File: src/rtl/alu_arbiter_if.sv
// Request/result bundle between the issuing requesters and the shared ALU arbiter.
// slave: arbiter side (takes req_*, res_ready; drives grants, result, stall count).
interface alu_arbiter_if #(
    parameter int NREQ = 2
);
    localparam int IDW = (NREQ > 2) ? $clog2(NREQ) : 1;

    logic [NREQ-1:0]    req_valid;
    logic [NREQ-1:0]    req_ready;
    logic [NREQ*32-1:0] req_a;
    logic [NREQ*32-1:0] req_b;
    logic [NREQ*4-1:0]  req_op;
    logic               res_valid;
    logic               res_ready;
    logic [31:0]        res_data;
    logic [IDW-1:0]     res_id;
    logic               res_err;
    logic [15:0]        stall_cnt;

    modport slave (
        input  req_valid, req_a, req_b, req_op, res_ready,
        output req_ready, res_valid, res_data, res_id, res_err, stall_cnt
    );

    modport master (
        output req_valid, req_a, req_b, req_op, res_ready,
        input  req_ready, res_valid, res_data, res_id, res_err, stall_cnt
    );
endinterface

File: src/rtl/alu_arbiter.sv
// Round-robin share of one 32-bit ALU among NREQ requesters, registered tagged result.
// Ports: clk, rst (sync, active high), bus (alu_arbiter_if.slave: requests and result).
module alu_arbiter #(
    parameter int NREQ = 2
) (
    input logic         clk,
    input logic         rst,
    alu_arbiter_if.slave bus
);
    localparam int IDW = (NREQ > 2) ? $clog2(NREQ) : 1;

    logic [IDW-1:0] ptr_q, ptr_d;
    logic [IDW-1:0] gnt_idx;
    logic           found;
    logic           can_take;
    logic           gnt;
    logic [NREQ-1:0] ready;

    logic [31:0]    op_a, op_b;
    logic [3:0]     op;
    logic [31:0]    alu_res;
    logic           alu_ill;

    logic           res_valid_q;
    logic [31:0]    res_data_q;
    logic [IDW-1:0] res_id_q;
    logic           res_err_q;
    logic [15:0]    stall_q;

    assign can_take = !res_valid_q || bus.res_ready;

    // First valid requester at or after ptr, wrapping around.
    always_comb begin
        int idx;
        found   = 1'b0;
        gnt_idx = '0;
        for (int k = 0; k < NREQ; k++) begin
            idx = int'(ptr_q) + k;
            if (idx >= NREQ) idx = idx - NREQ;
            if (!found && bus.req_valid[idx]) begin
                found   = 1'b1;
                gnt_idx = IDW'(idx);
            end
        end
    end

    assign gnt = found && can_take && !rst;

    always_comb begin
        ready = '0;
        if (gnt) ready[gnt_idx] = 1'b1;
    end

    assign op_a = bus.req_a[32*gnt_idx +: 32];
    assign op_b = bus.req_b[32*gnt_idx +: 32];
    assign op   = bus.req_op[4*gnt_idx +: 4];

    always_comb begin
        alu_res = '0;
        alu_ill = 1'b0;
        case (op)
            4'b0000: alu_res = op_a + op_b;
            4'b1000: alu_res = op_a - op_b;
            4'b0010: alu_res = {31'd0, $signed(op_a) < $signed(op_b)};
            4'b0011: alu_res = {31'd0, op_a < op_b};
            4'b0001: alu_res = op_a << op_b[4:0];
            4'b0101: alu_res = op_a >> op_b[4:0];
            4'b1101: alu_res = $unsigned($signed(op_a) >>> op_b[4:0]);
            4'b0100: alu_res = op_a ^ op_b;
            4'b0110: alu_res = op_a | op_b;
            4'b0111: alu_res = op_a & op_b;
            default: alu_ill = 1'b1;
        endcase
    end

    assign ptr_d = (gnt_idx == IDW'(NREQ - 1)) ? '0 : gnt_idx + 1'b1;

    always_ff @(posedge clk) begin
        if (rst) begin
            ptr_q       <= '0;
            res_valid_q <= 1'b0;
            res_data_q  <= '0;
            res_id_q    <= '0;
            res_err_q   <= 1'b0;
            stall_q     <= '0;
        end else begin
            if (gnt) begin
                ptr_q       <= ptr_d;
                res_valid_q <= 1'b1;
                res_data_q  <= alu_res;
                res_id_q    <= gnt_idx;
                res_err_q   <= alu_ill;
            end else if (bus.res_ready) begin
                res_valid_q <= 1'b0;
            end
            if (|bus.req_valid && !can_take && stall_q != 16'hFFFF)
                stall_q <= stall_q + 16'd1;
        end
    end

    assign bus.req_ready = ready;
    assign bus.res_valid = res_valid_q;
    assign bus.res_data  = res_data_q;
    assign bus.res_id    = res_id_q;
    assign bus.res_err   = res_err_q;
    assign bus.stall_cnt = stall_q;
endmodule

File: src/flat_wrapper.sv
// flat-port wrapper written by rule: the top's interface ports become plain ports
module alu_arbiter_flat 
#(
    parameter int NREQ = 2
)
  (clk, rst, bus_req_valid, bus_req_a, bus_req_b, bus_req_op, bus_res_ready, bus_req_ready, bus_res_valid, bus_res_data, bus_res_id, bus_res_err, bus_stall_cnt);
  alu_arbiter_if #(.NREQ(NREQ)) bus_i ();
  input logic clk;
  input logic rst;
  input wire logic [$bits(bus_i.req_valid)-1:0] bus_req_valid;
  input wire logic [$bits(bus_i.req_a)-1:0] bus_req_a;
  input wire logic [$bits(bus_i.req_b)-1:0] bus_req_b;
  input wire logic [$bits(bus_i.req_op)-1:0] bus_req_op;
  input wire logic [$bits(bus_i.res_ready)-1:0] bus_res_ready;
  output wire logic [$bits(bus_i.req_ready)-1:0] bus_req_ready;
  output wire logic [$bits(bus_i.res_valid)-1:0] bus_res_valid;
  output wire logic [$bits(bus_i.res_data)-1:0] bus_res_data;
  output wire logic [$bits(bus_i.res_id)-1:0] bus_res_id;
  output wire logic [$bits(bus_i.res_err)-1:0] bus_res_err;
  output wire logic [$bits(bus_i.stall_cnt)-1:0] bus_stall_cnt;
  assign bus_i.req_valid = bus_req_valid;
  assign bus_i.req_a = bus_req_a;
  assign bus_i.req_b = bus_req_b;
  assign bus_i.req_op = bus_req_op;
  assign bus_i.res_ready = bus_res_ready;
  assign bus_req_ready = bus_i.req_ready;
  assign bus_res_valid = bus_i.res_valid;
  assign bus_res_data = bus_i.res_data;
  assign bus_res_id = bus_i.res_id;
  assign bus_res_err = bus_i.res_err;
  assign bus_stall_cnt = bus_i.stall_cnt;
  alu_arbiter #(.NREQ(NREQ)) u_core (.clk(clk), .rst(rst), .bus(bus_i));
endmodule
File: config.mk
export PLATFORM = sky130hd
export DESIGN_NAME = alu_arbiter_flat
export DESIGN_NICKNAME = d
export VERILOG_FILES = /design/src/rtl/alu_arbiter_if.sv /design/src/rtl/alu_arbiter.sv /design/src/flat_wrapper.sv
export SDC_FILE = /design/constraint.sdc
export NUM_CORES = 1
export LEC_CHECK = 0
export ABC_AREA = 1
export BUFFER_PORTS_ARGS = -buffer_cell sky130_fd_sc_hd__buf_2
export CORE_MARGIN = 4
export CORE_UTILIZATION = 34
export CTS_BUF_LIST = sky130_fd_sc_hd__clkbuf_4
export CTS_CLUSTER_SIZE = 12
export DETAILED_ROUTE_END_ITERATION = 10
export GPL_TIMING_DRIVEN = 0
export HOLD_SLACK_MARGIN = 0.06
export PLACE_DENSITY = 0.56
export SETUP_SLACK_MARGIN = 0.2
export SYNTH_ARGS = -nofsm -noshare
export SYNTH_HDL_FRONTEND = slang
export SYNTH_SLANG_ARGS = --single-unit
export TNS_END_PERCENT = 50
File: constraint.sdc
create_clock -name clk -period 3.65 [get_ports clk]
set_input_delay 0.1825 -clock clk [delete_from_list [all_inputs] [get_ports clk]]
set_output_delay 0.1825 -clock clk [all_outputs]
set_load 0.01 [all_outputs]
# Word-level counts from Yosys, hierarchy flattened
# Index checks and enable logic that the tools add are counted.
dict set report word_totals {
  elab_cells 75
  regBits 52
}
dict set report op_classes {
  addsub 7
  bitwise_logic 3
  n_eq_ne 10
  reduce_logical 15
  mux 20
  shift 6
  order_cmp 8
}
# operator n
set op_table {}
lappend op_table {{32-bit case mux with 10 select lines} 1}
lappend op_table {{64-bit by 7-bit indexed part select with 32-bit output} 2}
lappend op_table {{32-bit by 3-bit less-than comparator with 1-bit output (second input constant)} 2}
lappend op_table {{32-bit less-than comparator} 2}
lappend op_table {{32-bit two-way mux} 2}
lappend op_table {{32-bit adder} 1}
lappend op_table {{32-bit bitwise AND} 1}
lappend op_table {{32-bit by 3-bit greater-or-equal comparator with 1-bit output (second input constant)} 1}
lappend op_table {{32-bit OR} 1}
lappend op_table {{32-bit by 5-bit left shift with 32-bit output} 1}
lappend op_table {{32-bit by 5-bit right shift with 32-bit output} 1}
lappend op_table {{32-bit by 5-bit >>> shifter with 32-bit output} 1}
lappend op_table {{32-bit by 3-bit subtractor with 32-bit output (second input constant)} 1}
lappend op_table {{32-bit subtractor} 1}
lappend op_table {{32-bit XOR} 1}
lappend op_table {{16-bit by 1-bit adder with 16-bit output (second input constant)} 1}
lappend op_table {{4-bit by 3-bit equality test with 1-bit output (second input constant)} 4}
lappend op_table {{16-bit != test (second input constant)} 1}
lappend op_table {{1-bit two-way mux} 15}
lappend op_table {{10-bit OR reduction} 1}
lappend op_table {{4-bit by 2-bit equality test with 1-bit output (second input constant)} 2}
lappend op_table {{4-bit equality test (second input constant)} 2}
lappend op_table {{8-bit by 4-bit indexed part select with 4-bit output} 1}
lappend op_table {{1-bit logical AND} 6}
lappend op_table {{14 further kinds} 17}

# Depth between registers and ports, before layout
dict set report depth {
  depth_word 14
  depth_mapped 27
  depth_no_buf 25
}

# Worst setup path after synthesis
# Ideal clock, no wire load.
dict set report synth_timing {
  path_type {flip-flop to flip-flop}
  start {register u_core.ptr_q}
  end {register u_core.res_data_q[28] (netlist: u_core.bus.res_data[28])}
  period_less_slack_ns 3.198
  slack_ns 0.452
  n_path_buf 5
  path_stages_with_launch 24
  arrival_ns 3.066
  t_required_ns 3.518
  setup_ns 0.132
  cell_sequence {dfxtp_1 > inv_2 > nand2_4 > nand2_4 > buf_6 > buf_4 > o21ai_4 > buf_2 > buf_2 > ha_1 > clkbuf_1 > nor2_1 > nand3_1 > o21ai_0 > nand2_1 > nand2_1 > nand2_1 > nand2_1 > nand2_1 > nand3_1 > nand2_1 > nand3b_1 > nand2_1 > a21oi_1}
}
dict set report synth_via {
  elab_chain_cells 12
}
# item line
set synth_lines {}
lappend synth_lines {{from (decl)} alu_arbiter.sv:12} ;# logic [IDW-1:0] ptr_q, ptr_d;
lappend synth_lines {{from (signal assigned)} alu_arbiter.sv:88} ;# ptr_q <= ptr_d;
lappend synth_lines {{branches (longest 12 deep; another with 32-bit by 3-bit subtractor with 32-bit output)} --}
lappend synth_lines {{to (signal assigned)} alu_arbiter.sv:90} ;# res_data_q <= alu_res;
lappend synth_lines {{to (decl)} alu_arbiter.sv:25} ;# logic [31:0] res_data_q;
# Several ways; the timed one is not identified. The select of a mux whose other input is x is not followed.
# A chain may end at the register's enable or synchronous reset.

# Worst setup path after layout
dict set report layout_timing {
  start {register u_core.ptr_q}
  end {register u_core.res_data_q[27] (netlist: u_core.bus.res_data[27])}
}
# Same word-level chain as after synthesis.

==> impl_metrics.json <==
{
  "hold_violations": 0,
  "cap_viol_max_count": 0,
  "drc": 0,
  "power.density_mw_per_mm2": 312,
  "syn_nets": 2735,
  "netlist_area_mm2": 0.0129,
  "clk_latency_ns": 0.39,
  "cp_slowest_cell": "a21oi_1",
  "layout_commonest_cell": "nand2_1",
  "h-tree-depth": 2,
  "wl_per_cell_um": 26.1,
  "start_util_pct": 34.4,
  "synth_cell_types": 43,
  "vdd_drop_max_v": 0.000142,
  "syn2layout_area_growth_pct": 37.2,
  "synthArstFlopShare_pct": 0,
  "max_freq_mhz": 276,
  "grt_max_degree": 17,
  "synth-xor-area-share_pct": 0.136,
  "placed_area_mm2": 0.0145,
  "synth_compound_area_share_pct": 15.0,
  "synth-simple-area-share_pct": 53.7,
  "ys_warn_count": 0,
  "critPathArrivalTime_ns": 3.88,
  "synth_edf_count": 0,
  "synth_seq_cells": 52,
  "avgSynthCellArea_um2": 5.17,
  "cts_tree": "built",
  "ys_top_cells_by_area": "nand2_1, nand3_1, ha_1, inv_1, dfxtp_1",
  "grt_pass1_wl_um": 121000,
  "cts-root-buf": "clkbuf_4",
  "critical_path.max_fanout": 10,
  "status": "finished, final reports clean",
  "required_ns": 3.91,
  "grt-ovfl-total": 0,
  "io_buffers": 191,
  "dp_hpwl_um": 68800,
  "clock_sinks": 52,
  "drtPass1Iterations": 8,
  "drt_iter0_drc": 2601,
  "vias": 19424,
  "power_w": 0.00552,
  "synth_top_area_cell": "nand2_1",
  "rsz0062_at_grt": "yes",
  "final_cell_mix": "nand2_1, nand3_1, inv_1, buf_2, nor2_1",
  "fin_skew_ns": 0.0286,
  "setup-violations-final": 0,
  "ys.flop_type": "dfxtp_1",
  "antenna_found_initial": 3,
  "routed_wl_um": 86300,
  "yosys.area.top_type_share_pct": 21.9,
  "drive_gt1_share_pct": 28.0,
  "fin_crit_sh_pct": 99.2,
  "synth_top_family_by_area": "simple AND/OR/NAND/NOR gates",
  "seq_area_frac_synth_pct": 8.08,
  "pre_cts_ws_ns": -1.86,
  "worstSetupPathType": "reg -> reg",
  "dieHeight_um": 203,
  "stdcell_area_mm2": 0.0177,
  "timing.final.ws_setup_ns": 0.0276,
  "cts_max_path_buffers": 2,
  "grt_pass1_vias": 17947,
  "gp_congestion": 1.06,
  "netlist_instances": 2494,
  "crit_path_end_kind": "register",
  "nNetsFinal": 3030,
  "num_rows": 71,
  "yosys-mux-area-fraction_pct": 0,
  "grt_usage_pct": 39.6,
  "core-area_mm2": 0.0375,
  "start_kind": "register",
  "relSlewSlack_pct": 11.0,
  "dieArea_mm2": 0.0411,
  "p_leak_nw": 8.69,
  "cp_cell_sequence": "inv_6 > nand2_8 > nand2_8 > buf_8 > buf_4 > nand2_1 > nand2_1 > nor2_4 > nand2_1 > clkbuf_4 > o22ai_1 > a21oi_1 > nand2_1 > nor2_1 > nand3_1 > nand2_1 > a21oi_1",
  "numCtsBuffers": 5,
  "finalCriticalPeriod_ns": 3.62,
  "worst_pin_slew_ns": 1.32,
  "path_clk_slew_ns": 0.17,
  "via_per_inst": 5.88,
  "hold_class": "in -> reg",
  "io_pins": 194,
  "ant_nets": 0,
  "synthAdderAreaFrac_pct": 9.82,
  "final_max_slew_viol_count": 0,
  "crit_path_frequent_cell": "nand2_1",
  "cpPeakStageDelay_ns": 0.48,
  "die_width_um": 203
}
==> area by class of cell <==
| cell class | count | area (µm²) |
|---|---|---|
| flip-flops and latches | 52 | 1040 |
| repair buffers | 288 | 1780 |
| plain buffers | 111 | 950 |
| diodes | 2 | 5.00 |
| fillers | 4220 | 19800 |
| clock buffers | 6 | 45.0 |
| clock inverters | 2 | 38.8 |
| well taps | 511 | 639 |
| multi-input cells | 2027 | 12000 |
| inverters | 304 | 1200 |
==> power by group <==
group | switching [W] | internal [W] | total, W
clock network | 0.000190 | 0.000155 | 0.000345
logic | 0.00311 | 0.00145 | 0.00456
registers | 0.0000182 | 0.000599 | 0.000617
total | 0.00332 | 0.00221 | 0.00552
==> cell families (layout without fill, tap and decap cells) <==
logic type	after synthesis	in the layout
buffers and inverters	415	711
AND/OR/NAND/NOR	1570	1570
other	0	2
AO/OA/AOI/OAI	355	355
adder cells (fa/ha/maj)	100	100
flip-flops	52	52
XOR/XNOR	2	2
==> synthesized netlist by cell type, types with 2 or more instances <==
cell type,n
or2_1,2
o21ai_1,31
nor3b_1,5
a21boi_0,2
o21ai_0,108
buf_2,42
nand3b_1,30
nand2_1,753
buf_4,13
inv_2,13
inv_1,290
o21a_1,3
or2_2,5
nor4_1,5
o21ai_4,4
o21bai_1,8
dfxtp_1,52
xor2_1,2
buf_1,4
nand2_2,20
nand3_1,491
o221ai_1,2
fa_1,2
nand2_4,4
clkbuf_1,45
a211oi_1,3
nor2_4,5
a21oi_1,165
nor2_2,5
a31oi_1,3
ha_1,98
o211ai_1,8
o22ai_1,13
o21ai_2,4
nand4_1,31
and3_1,2
nor3_1,31
buf_6,7
nor2_1,179
==> sequential cells by signal, indices dropped and copies added, names as in the netlist <==
register	count
u_core.bus.res_id	1
u_core.bus.res_err	1
u_core.ptr_q	1
u_core.bus.stall_cnt	16
u_core.bus.res_valid	1
u_core.bus.res_data	32
==> stage by stage <==
| step | TNS, ns | hold WS, ns | std cells | util (%) |
|---|---|---|---|---|
| floorplan | 0 | 0.372 | 2494 | - |
| finish | 0 | 0.301 | 3303 | 47.2 |
| global placement | -36.38 | 0.449 | 3196 | 38.6 |
| detailed placement | -36.15 | 0.454 | 3196 | 38.6 |
| CTS | 0 | 0.273 | 3277 | 45.3 |
| global route | -0.225 | 0.292 | 3301 | 47.2 |
==> worst paths after layout <==
check / to / slack (ns) / startpoint / cells past startpoint
hold reg to reg: u_core.bus.res_data[19] / 0.48 / u_core.bus.res_data[19] / 2
setup reg to reg: u_core.bus.res_data[27] / 0.03 / u_core.ptr_q / 17
hold / removal: u_core.bus.stall_cnt[10] / 0.30 / rst / 3
setup / recovery: u_core.bus.res_data[27] / 0.03 / u_core.ptr_q / 17
==> worst max-delay path, delay by kind of cell (launching register included) <==
family	cells	cell delay, ns
AND/OR/NAND/NOR	10	1.64
flip-flops	1	0.37
buffers and inverters	4	0.81
AO/OA/AOI/OAI	3	0.67
==> layer usage <==
| metal | vias up | global-route usage (%) | wire [µm] |
|---|---|---|---|
| li1 | 8794 | - | - |
| met1 | 9146 | 55.2 | 36300 |
| met2 | 1258 | 57.4 | 34700 |
| met3 | 226 | 10.7 | 10800 |
| met4 | 0 | 16.4 | 4490 |
| met5 | - | 0 | 0 |
==> timing repair <==
item / CTS / global route
pin swaps: 87 / 61
gates resized for setup: 528 / 133
endpoints found under the hold margin: 1 / 0
endpoints found under the setup margin: 31 / 26
buffers inserted: 69 / 24
hold buffers: 1 / 0
gates cloned: 3 / 0
Note: power is estimated with default switching activity, not from simulation.
